**config.mk**
```make
export PLATFORM = sky130hd
export DESIGN_NAME = pipeline_hazard_ctrl
export DESIGN_NICKNAME = d
export VERILOG_FILES = /design/src/rtl/pipe_pkg.sv /design/src/rtl/load_use_detect.sv /design/src/rtl/pipeline_hazard_ctrl.sv
export SDC_FILE = /design/constraint.sdc
export NUM_CORES = 1
export LEC_CHECK = 0
export BUFFER_PORTS_ARGS = -buffer_cell sky130_fd_sc_hd__buf_4
export CORE_UTILIZATION = 47
export DETAILED_ROUTE_END_ITERATION = 7
export PLACE_DENSITY = 0.81
export SLEW_MARGIN = 0
export SYNTH_ARGS = -nofsm -noshare
export SYNTH_HDL_FRONTEND = slang
export SYNTH_SLANG_ARGS = --single-unit
```
**constraint.sdc**
```tcl
create_clock -name clk -period 4.7 [get_ports clk]
set_input_delay 0.94 -clock clk [delete_from_list [all_inputs] [get_ports clk]]
set_output_delay 0.94 -clock clk [all_outputs]
set_load 0.005 [all_outputs]
```
**src/rtl/pipe_pkg.sv**
```systemverilog
// Shared definitions for the pipeline hazard controller.
//   state_t    : controller FSM states, 2-bit encoding (RUN / MD_WAIT / MD_DONE)
//   NOP_INSTR  : instruction word loaded into a latch when it is flushed
//   REG_ZERO   : index of the hard-wired zero register (never a real hazard)
package pipe_pkg;

  typedef enum logic [1:0] {
    ST_RUN     = 2'd0,
    ST_MD_WAIT = 2'd1,
    ST_MD_DONE = 2'd2
  } state_t;

  localparam logic [31:0] NOP_INSTR = 32'h0000_0000;
  localparam int          REG_W     = 5;
  localparam logic [4:0]  REG_ZERO  = 5'd0;

endpackage

```
**src/rtl/load_use_detect.sv**
```systemverilog
// Combinational load-use hazard comparator.
// Flags when the instruction in DX is a load whose destination is read by
// the instruction in FD. Register 0 is exempt because it is never written.
// Ports:
//   i_fd_rs, i_fd_rt         : FD source register indices
//   i_fd_uses_rs/_rt         : the matching source is actually read
//   i_dx_rd                  : DX destination register index
//   i_dx_is_load             : DX instruction is a load
//   o_hazard                 : load-use hazard present
module load_use_detect
  import pipe_pkg::*;
(
  input  logic [REG_W-1:0] i_fd_rs,
  input  logic [REG_W-1:0] i_fd_rt,
  input  logic             i_fd_uses_rs,
  input  logic             i_fd_uses_rt,
  input  logic [REG_W-1:0] i_dx_rd,
  input  logic             i_dx_is_load,
  output logic             o_hazard
);

  logic w_rs_match;
  logic w_rt_match;

  assign w_rs_match = i_fd_uses_rs && (i_fd_rs == i_dx_rd);
  assign w_rt_match = i_fd_uses_rt && (i_fd_rt == i_dx_rd);
  assign o_hazard   = i_dx_is_load && (i_dx_rd != REG_ZERO) && (w_rs_match || w_rt_match);

endmodule

```
**src/rtl/pipeline_hazard_ctrl.sv**
```systemverilog
// Pipeline hazard controller for a 5-stage pipeline (FD, DX, XM, MW).
// Generates PC/latch write enables, flush/nop controls for taken branches
// and load-use stalls, and sequences a multi-cycle mul/div operation with a
// timeout that raises a sticky error flag.
//
// Optional build macro: PIPE_PERF_CNT_EN adds saturating stall/flush
// performance counters (stall_cnt, flush_cnt).
//
// Ports:
//   clk, reset                  : clock; asynchronous active-low reset
//   fd_rs, fd_rt, fd_uses_rs/rt : FD source operands
//   dx_rd, dx_is_load, dx_is_md : DX destination / instruction class
//   md_ready                    : mul/div result valid
//   x_branch_taken              : taken branch/jump resolved in X
//   pc_we, fd_we, dx_we, xm_we, mw_we : write enables
//   fd_flush, dx_nop            : load nop into FD / DX
//   md_start                    : one-cycle mul/div start pulse
//   md_err                      : sticky mul/div timeout flag
//   stall_cnt, flush_cnt        : perf counters (PIPE_PERF_CNT_EN only)
//   dbg_state                   : current FSM state, for observation
//
// Handshake: md_start is a single-cycle request; md_ready is only honoured
// while waiting (MD_WAIT) and is ignored in every other state, including the
// cycle that issues md_start.
module pipeline_hazard_ctrl
  import pipe_pkg::*;
#(
  parameter int MD_TIMEOUT = 40,
  parameter int CNT_W      = 16
) (
  input  logic             clk,
  input  logic             reset,
  input  logic [4:0]       fd_rs,
  input  logic [4:0]       fd_rt,
  input  logic             fd_uses_rs,
  input  logic             fd_uses_rt,
  input  logic [4:0]       dx_rd,
  input  logic             dx_is_load,
  input  logic             dx_is_md,
  input  logic             md_ready,
  input  logic             x_branch_taken,
  output logic             pc_we,
  output logic             fd_we,
  output logic             dx_we,
  output logic             xm_we,
  output logic             mw_we,
  output logic             fd_flush,
  output logic             dx_nop,
  output logic             md_start,
  output logic             md_err,
`ifdef PIPE_PERF_CNT_EN
  output logic [CNT_W-1:0] stall_cnt,
  output logic [CNT_W-1:0] flush_cnt,
`endif
  output logic [1:0]       dbg_state
);

  localparam int               MDC_W    = $clog2(MD_TIMEOUT + 1);
  localparam logic [MDC_W-1:0] MDC_LAST = MDC_W'(MD_TIMEOUT - 1);

  state_t           r_state;
  state_t           w_state_nxt;
  logic [MDC_W-1:0] r_md_cnt;
  logic [MDC_W-1:0] w_md_cnt_nxt;
  logic             r_md_err;
  logic             w_timeout;
  logic             w_load_use;

  logic w_pc_we, w_fd_we, w_dx_we, w_xm_we, w_mw_we;
  logic w_fd_flush, w_dx_nop, w_md_start;

  load_use_detect u_load_use_detect (
    .i_fd_rs      (fd_rs),
    .i_fd_rt      (fd_rt),
    .i_fd_uses_rs (fd_uses_rs),
    .i_fd_uses_rt (fd_uses_rt),
    .i_dx_rd      (dx_rd),
    .i_dx_is_load (dx_is_load),
    .o_hazard     (w_load_use)
  );

  always_ff @(posedge clk or negedge reset) begin
    if (!reset) begin
      r_state  <= ST_RUN;
      r_md_cnt <= '0;
      r_md_err <= 1'b0;
    end else begin
      r_state  <= w_state_nxt;
      r_md_cnt <= w_md_cnt_nxt;
      if (w_timeout) r_md_err <= 1'b1;
    end
  end

  // Outputs are forced low while reset is held, so the pipeline freezes
  // immediately rather than at the next clock edge.
  always_comb begin
    w_state_nxt  = r_state;
    w_md_cnt_nxt = r_md_cnt;
    w_timeout    = 1'b0;
    w_pc_we      = 1'b0;
    w_fd_we      = 1'b0;
    w_dx_we      = 1'b0;
    w_xm_we      = 1'b0;
    w_mw_we      = 1'b0;
    w_fd_flush   = 1'b0;
    w_dx_nop     = 1'b0;
    w_md_start   = 1'b0;
    if (reset) begin
      case (r_state)
        ST_RUN: begin
          w_pc_we = 1'b1;
          w_fd_we = 1'b1;
          w_dx_we = 1'b1;
          w_xm_we = 1'b1;
          w_mw_we = 1'b1;
          // A taken branch squashes FD and DX, so whatever sits in DX
          // (load or mul/div) is on the wrong path and must not act.
          if (x_branch_taken) begin
            w_fd_flush = 1'b1;
            w_dx_nop   = 1'b1;
          end else if (dx_is_md) begin
            w_md_start   = 1'b1;
            w_md_cnt_nxt = '0;
            w_state_nxt  = ST_MD_WAIT;
          end else if (w_load_use) begin
            w_pc_we  = 1'b0;
            w_fd_we  = 1'b0;
            w_dx_nop = 1'b1;
          end
        end
        ST_MD_WAIT: begin
          // Only the writeback latch keeps moving to drain older work.
          w_mw_we = 1'b1;
          if (r_md_cnt != '1) w_md_cnt_nxt = r_md_cnt + 1'b1;
          if (md_ready) begin
            w_state_nxt = ST_MD_DONE;
          end else if (r_md_cnt == MDC_LAST) begin
            w_timeout   = 1'b1;
            w_state_nxt = ST_MD_DONE;
          end
        end
        ST_MD_DONE: begin
          w_pc_we     = 1'b1;
          w_fd_we     = 1'b1;
          w_dx_we     = 1'b1;
          w_xm_we     = 1'b1;
          w_mw_we     = 1'b1;
          w_state_nxt = ST_RUN;
        end
        default: w_state_nxt = ST_RUN;
      endcase
    end
  end

  assign pc_we     = w_pc_we;
  assign fd_we     = w_fd_we;
  assign dx_we     = w_dx_we;
  assign xm_we     = w_xm_we;
  assign mw_we     = w_mw_we;
  assign fd_flush  = w_fd_flush;
  assign dx_nop    = w_dx_nop;
  assign md_start  = w_md_start;
  assign md_err    = r_md_err;
  assign dbg_state = r_state;

`ifdef PIPE_PERF_CNT_EN
  logic [CNT_W-1:0] r_stall_cnt;
  logic [CNT_W-1:0] r_flush_cnt;

  always_ff @(posedge clk or negedge reset) begin
    if (!reset) begin
      r_stall_cnt <= '0;
      r_flush_cnt <= '0;
    end else begin
      if (!w_pc_we && (r_stall_cnt != '1)) r_stall_cnt <= r_stall_cnt + 1'b1;
      if (w_fd_flush && (r_flush_cnt != '1)) r_flush_cnt <= r_flush_cnt + 1'b1;
    end
  end

  assign stall_cnt = r_stall_cnt;
  assign flush_cnt = r_flush_cnt;
`endif

endmodule

```
Word-level counts from Yosys, hierarchy flattened
Cells that the tools add are included.
W data, S select, Z words.
{"block": "word_totals", "out_inout_bits": 11, "input_bits": 23, "register_bits": 9}
{"block": "op_classes", "muxes": 34, "add_sub_neg": 1, "eq_ne": 10, "n_reduce_logical": 12}
{"operator": "$mux W1", "count": 24}
{"operator": "$mux W6", "count": 3}
{"operator": "$pmux W6 S2", "count": 1}
{"operator": "$eq A5 B5 Y1", "count": 2}
{"operator": "$mux W2", "count": 4}
{"operator": "$add A6 B1 Y6 const B", "count": 1}
{"operator": "$eq A6 B6 Y1 const B", "count": 1}
{"operator": "$ne A2 B2 Y1 const B", "count": 3}
{"operator": "$ne A6 B6 Y1 const B", "count": 1}
{"operator": "$reduce_and A5 Y1", "count": 1}
{"operator": "$reduce_bool A5 Y1", "count": 1}
{"operator": "$logic_and A1 B1 Y1", "count": 4}
{"operator": "$pmux W2 S2", "count": 1}
{"operator": "$reduce_and A4 Y1", "count": 1}
{"operator": "$ne A3 B3 Y1 const B", "count": 1}
{"operator": "$reduce_or A3 Y1", "count": 1}
{"operator": "$eq A2 B1 Y1 const B", "count": 1}
{"operator": "$eq A2 B2 Y1 const B", "count": 1}
{"operator": "$logic_not A2 Y1", "count": 1}
{"operator": "$pmux W1 S2", "count": 1}
{"operator": "$reduce_bool A2 Y1", "count": 1}
{"operator": "$reduce_or A2 Y1", "count": 1}
{"operator": "$logic_or A1 B1 Y1", "count": 1}

Depth between registers and ports, before layout
{"block": "depth", "ltp_word": 9, "mapped_depth": 6}

Modules after synthesis
Synthesis repeated with hierarchy kept, for this count alone.
{"block": "hier_totals", "hier_cells": 79, "area_unflattened_um2": 716.9}
{"mod": "pipeline_hazard_ctrl", "cells_each": 62, "area_per_inst_um2": 583.1, "seq_area_each_um2": 225.2, "n_inst": 1}
{"mod": "load_use_detect", "cells_each": 17, "area_per_inst_um2": 133.9, "seq_area_each_um2": 0.0, "n_inst": 1}

Least setup slack after synthesis
No wires, ideal clock.
{"block": "synth_path", "kind": "in2out", "start": "input dx_rd[3]", "end": "output pc_we", "path_buffers": 1, "t_arrival_ns": 2.021, "stages": 5, "path_slack_ns": 1.739, "cell_sequence": "xor2_1 -> nor4_1 -> a32oi_1 -> o41a_1 -> buf_4"}
{"block": "synth_between", "elab_chain_len": 9, "elab_cells_between_ends": 13, "cone_classes": "eq/ne (2); mux (5); reduce/logical (6)"}
{"item": "from (decl)", "line": "pipeline_hazard_ctrl.sv:37", "text": "input logic [4:0] dx_rd,"}
{"item": "$eq A5 B5 Y1 (on tied branches)", "line": "load_use_detect.sv:25, load_use_detect.sv:26"}
{"item": "$logic_and A1 B1 Y1 (on tied branches)", "line": "load_use_detect.sv:25, load_use_detect.sv:26"}
{"item": "$logic_or A1 B1 Y1", "line": "load_use_detect.sv:27", "text": "assign o_hazard = i_dx_is_load && (i_dx_rd != REG_ZERO) && (w_rs_match || w_rt_match);"}
{"item": "$logic_and A1 B1 Y1 *", "line": "load_use_detect.sv:27"}
{"item": "$mux W1 * (3 in a row)"}
{"item": "$pmux W1 S2 *"}
{"item": "$mux W1 *"}
{"item": "to (decl)", "line": "pipeline_hazard_ctrl.sv:42", "text": "output logic pc_we,"}
Mark *: on every way between the ends. The rest lies on a longest branch, timed or not.

Worst setup path in the final report
{"block": "layout_path", "start": "input dx_rd[3]", "end": "output fd_we"}
{"block": "layout_between", "elab_chain_len": 9, "elab_cells_between_ends": 13, "cone_classes": "eq/ne (2); mux (5); reduce/logical (6)"}
{"item": "$eq A5 B5 Y1 (on tied branches)", "line": "load_use_detect.sv:25, load_use_detect.sv:26"}
{"item": "$logic_and A1 B1 Y1 (on tied branches)", "line": "load_use_detect.sv:25, load_use_detect.sv:26"}
{"item": "$logic_or A1 B1 Y1", "line": "load_use_detect.sv:27"}
{"item": "$logic_and A1 B1 Y1 *", "line": "load_use_detect.sv:27"}
{"item": "$mux W1 *", "line": "pipeline_hazard_ctrl.sv:125", "text": "end else if (w_load_use) begin"}
{"item": "$mux W1 *", "line": "pipeline_hazard_ctrl.sv:121", "text": "end else if (dx_is_md) begin"}
{"item": "$mux W1 *", "line": "pipeline_hazard_ctrl.sv:118", "text": "if (x_branch_taken) begin"}
{"item": "$pmux W1 S2 *", "line": "pipeline_hazard_ctrl.sv:109", "text": "case (r_state)"}
{"item": "$mux W1 *", "line": "pipeline_hazard_ctrl.sv:108", "text": "if (reset) begin"}
{"item": "to (decl)", "line": "pipeline_hazard_ctrl.sv:43", "text": "output logic fd_we,"}
Marked as above.

==> impl_metrics.xml <==
<?xml version="1.0" encoding="UTF-8"?>
<metrics>
  <group name="detailed_routing">
    <metric name="drt_pre_antenna_iters" unit="">4</metric>
    <metric name="wl_per_cell" unit="um">13.0</metric>
    <metric name="dr.first_iter.drc_count" unit="">20</metric>
    <metric name="wirelength" unit="um">1630</metric>
    <metric name="detail_route.vias_per_cell" unit="">5.58</metric>
    <metric name="drc" unit="">0</metric>
    <metric name="vias" unit="">697</metric>
    <metric name="final_antenna_net_count" unit="">0</metric>
  </group>
  <group name="critical_path">
    <metric name="critPathMaxStageDelay" unit="ns">0.41</metric>
    <metric name="timing.critical_path.fanout_max" unit="">3</metric>
    <metric name="critical_path.endpoint_type" unit="">output port</metric>
    <metric name="timing.critical_path.arrival" unit="ns">2.20</metric>
    <metric name="timing.critical_path.required" unit="ns">3.76</metric>
    <metric name="critical_path_source_type" unit="">primary input</metric>
    <metric name="cpMaxStageDelayCell" unit="">o41a_1</metric>
    <metric name="critPathKind" unit="">primary input to output port</metric>
    <metric name="reg2reg_slack" unit="ns">2.97</metric>
    <metric name="path_cells" unit="">buf_4, xor2_1, nor4_1, a32oi_1, o41a_1, buf_4</metric>
    <metric name="critical_path.most_common_cell" unit="">buf_4</metric>
  </group>
  <group name="synthesis">
    <metric name="post_synth.cell_area_avg" unit="sq um">8.89</metric>
    <metric name="synth_sequential_area_ratio" unit="%">32.9</metric>
    <metric name="yosysWarningCount" unit="">0</metric>
    <metric name="ys_types" unit="">34</metric>
    <metric name="synth_top_area_share" unit="%">32.9</metric>
    <metric name="post_synth_main_area_contributors" unit="">dfrtp_1 (33%), xor2_1 (10%), o21ai_0 (4.4%)</metric>
    <metric name="synthDominantAreaCellType" unit="">dfrtp_1</metric>
    <metric name="mappedNetlistArea" unit="sq um">684</metric>
    <metric name="cells_after_synth" unit="">77</metric>
    <metric name="postSynthRegisterBits" unit="">9</metric>
    <metric name="syn_nets" unit="">101</metric>
  </group>
  <group name="floorplan">
    <metric name="initial_core_util" unit="%">51.3</metric>
    <metric name="fp.dieArea" unit="sq um">1610</metric>
    <metric name="die_y" unit="um">40.2</metric>
    <metric name="floorplan.core_area" unit="sq um">1330</metric>
    <metric name="io_pins" unit="">34</metric>
    <metric name="dieWidth" unit="um">40.2</metric>
    <metric name="rows" unit="">13</metric>
  </group>
  <group name="pwr">
    <metric name="irDropWorstVdd" unit="V">0.000170</metric>
    <metric name="power.leakage" unit="nW">0.442</metric>
    <metric name="cellPowerDensity" unit="nW/um^2">243</metric>
  </group>
  <group name="final_layout">
    <metric name="stdcell_area" unit="sq um">946</metric>
    <metric name="postLayoutCoreUtil" unit="%">70.9</metric>
    <metric name="antenna_cells_inserted" unit="">0</metric>
    <metric name="fraction_of_layout_cells_with_a_size_suffix_above_1" unit="%">35.5</metric>
    <metric name="area_growth_syn_to_layout" unit="%">38.2</metric>
    <metric name="finalNetCount" unit="">135</metric>
  </group>
  <group name="timing">
    <metric name="maxSlewHeadroom" unit="%">70.3</metric>
    <metric name="timing_max_transition_violations_final" unit="">0</metric>
    <metric name="timing.clock.skew" unit="ns">0.00262</metric>
    <metric name="final-hold-violation-count" unit="">0</metric>
    <metric name="timing.setup.tns" unit="ns">0</metric>
    <metric name="period_share" unit="%">66.8</metric>
    <metric name="hold_ws" unit="ns">0.469</metric>
    <metric name="rsz0062_at_grt" unit="">false</metric>
    <metric name="final.min_clock_period" unit="ns">3.14</metric>
    <metric name="fmax" unit="MHz">319</metric>
    <metric name="timing.final.setup_violations" unit="">0</metric>
    <metric name="tightestPinTransition" unit="ns">0.446</metric>
  </group>
  <group name="grt">
    <metric name="antenna_found_initial" unit="">0</metric>
    <metric name="pin_count_of_the_biggest_net_entering_global_routing" unit="">17</metric>
    <metric name="grt_pass1_wl" unit="um">2560</metric>
    <metric name="grt_usage" unit="%">24.7</metric>
    <metric name="grt_remaining_overflow" unit="">0</metric>
    <metric name="grt_pass1_vias" unit="">614</metric>
  </group>
  <group name="run_status">
    <metric name="outcome" unit="">finished, final reports clean</metric>
  </group>
  <group name="placement">
    <metric name="place.gp.congestion" unit="">0.776</metric>
    <metric name="port_buffers" unit="">33</metric>
    <metric name="dpl_cell_area" unit="sq um">920</metric>
    <metric name="detailed_placer_s_ending_hpwl" unit="um">1290</metric>
  </group>
  <group name="hold_path">
    <metric name="hp-class" unit="">flip-flop to flip-flop</metric>
  </group>
  <group name="clock_network">
    <metric name="worstSkewPairLatency" unit="ns">0.26</metric>
    <metric name="clkSlewWorstSetupHoldPaths" unit="ns">0.06</metric>
    <metric name="post_cts.repair.setup_buffers" unit="">0</metric>
    <metric name="clock_sinks" unit="">9</metric>
    <metric name="clockBufferDepth" unit="">2</metric>
    <metric name="post_cts_resize_count" unit="">0</metric>
    <metric name="numCtsBuffers" unit="">3</metric>
    <metric name="clk_root_buffer_cell" unit="">clkbuf_4</metric>
    <metric name="cts-hold-fix-buffers" unit="">0</metric>
    <metric name="clock_tree.htree_level_count" unit="">1</metric>
    <metric name="clock_tree_from_tritoncts" unit="">done</metric>
  </group>
  <group name="flow_run">
    <metric name="cap_violations" unit="">0</metric>
  </group>
</metrics>
## layout make-up
type | instances | area [sq um]
Clock buffer | 4 | 26.3
Fill cell | 123 | 388
Inverter | 3 | 11.3
Multi-Input combinational cell | 61 | 417
Sequential cell | 9 | 225
Tap cell | 15 | 18.8
Timing Repair Buffer | 33 | 248
## Yosys cell counts, drive strengths merged
cell,instances
and2,4
inv,3
o21ai,6
a21oi,4
a32oi,1
a21boi,1
nor2b,3
o21bai,1
dfrtp,9
xnor2,2
nor2,2
nand3,4
ha,1
nand3b,1
a21o,1
or3,3
buf,4
or4,1
o31ai,2
and2b,1
nand4b,2
nor3,1
o211ai,1
o41a,1
nand2b,1
o221ai,1
nand2,5
nor4,2
a41o,1
xor2,8
## power by group
group          switching [mW]  internal, mW  total, mW
clock                  0.0274        0.0327     0.0602
combinational          0.0311        0.0415     0.0726
sequential             0.0114        0.0853     0.0968
## routing by layer
layer | global-route usage (%) | wire length (um) | share of wire (%)
met2 | 44.8 | 830 | 51
met1 | 27.2 | 647 | 40
met5 | 0 | 0 | 0
met4 | 5.17 | 19 | 1.2
met3 | 8.89 | 130 | 8.0
## critical path, delay by kind of cell
family	cells	cell delay (ns)
AO/OA/AOI/OAI	2	0.57
XOR/XNOR	1	0.15
buffers and inverters	2	0.27
AND/OR/NAND/NOR	1	0.26
## per-stage QoR
| stage | power (mW) | setup slack, ns | std cells |
|---|---|---|---|
| detailed placement | 0.171 | 1.55 | 121 |
| floorplan | 0.135 | 1.74 | 77 |
| CTS | 0.232 | 1.55 | 125 |
| global route | 0.246 | 1.49 | 125 |
| finish | 0.230 | 1.56 | 125 |
| global placement | 0.169 | 1.56 | 121 |
## registers in the layout, indices dropped and copies added, names as in the netlist
register	flops
dbg_state	2
md_err	1
r_md_cnt	6
## worst paths after layout
check / start / end / cells after the start
setup / recovery: dx_rd[3] / fd_we / 6
hold / removal: md_err$_DFFE_PN0P_ / md_err$_DFFE_PN0P_ / 1
setup reg to reg: r_md_cnt[0]$_DFFE_PN0P_ / r_md_cnt[5]$_DFFE_PN0P_ / 5
hold reg to reg: md_err$_DFFE_PN0P_ / md_err$_DFFE_PN0P_ / 1
max in group asynchronous: reset / dbg_state[1]$_DFFE_PN0P_ / 1
min in group asynchronous: reset / r_md_cnt[2]$_DFFE_PN0P_ / 1
## placed cells by master, fill, tap and decap left out, types with 2 or more instances in the layout
cell / synthesis / routed
nor2_1: 2 / 2
nor4_1: 2 / 2
or3_1: 3 / 3
nand2_1: 5 / 5
xor2_1: 8 / 8
a21oi_1: 4 / 4
o31ai_1: 2 / 2
clkbuf_4: 0 / 3
buf_4: 2 / 33
and2_1: 3 / 3
xnor2_1: 2 / 2
nand4b_1: 2 / 2
inv_1: 3 / 3
nor2b_1: 2 / 2
dfrtp_1: 9 / 9
o21ai_0: 6 / 6
nand3_1: 4 / 4
## logic make-up (layout without fill, tap and decap cells)
| family | count (synthesis) | in the layout | synth area share, % |
|---|---|---|---|
| adder cells (fa/ha/maj) | 1 | 1 | 1.83 |
| flip-flops | 9 | 9 | 32.9 |
| buffers and inverters | 7 | 40 | 6.21 |
| AO/OA/AOI/OAI | 20 | 20 | 20.7 |
| AND/OR/NAND/NOR | 30 | 30 | 25.6 |
| XOR/XNOR | 10 | 10 | 12.8 |
Note: power is estimated with default switching activity, not from simulation.
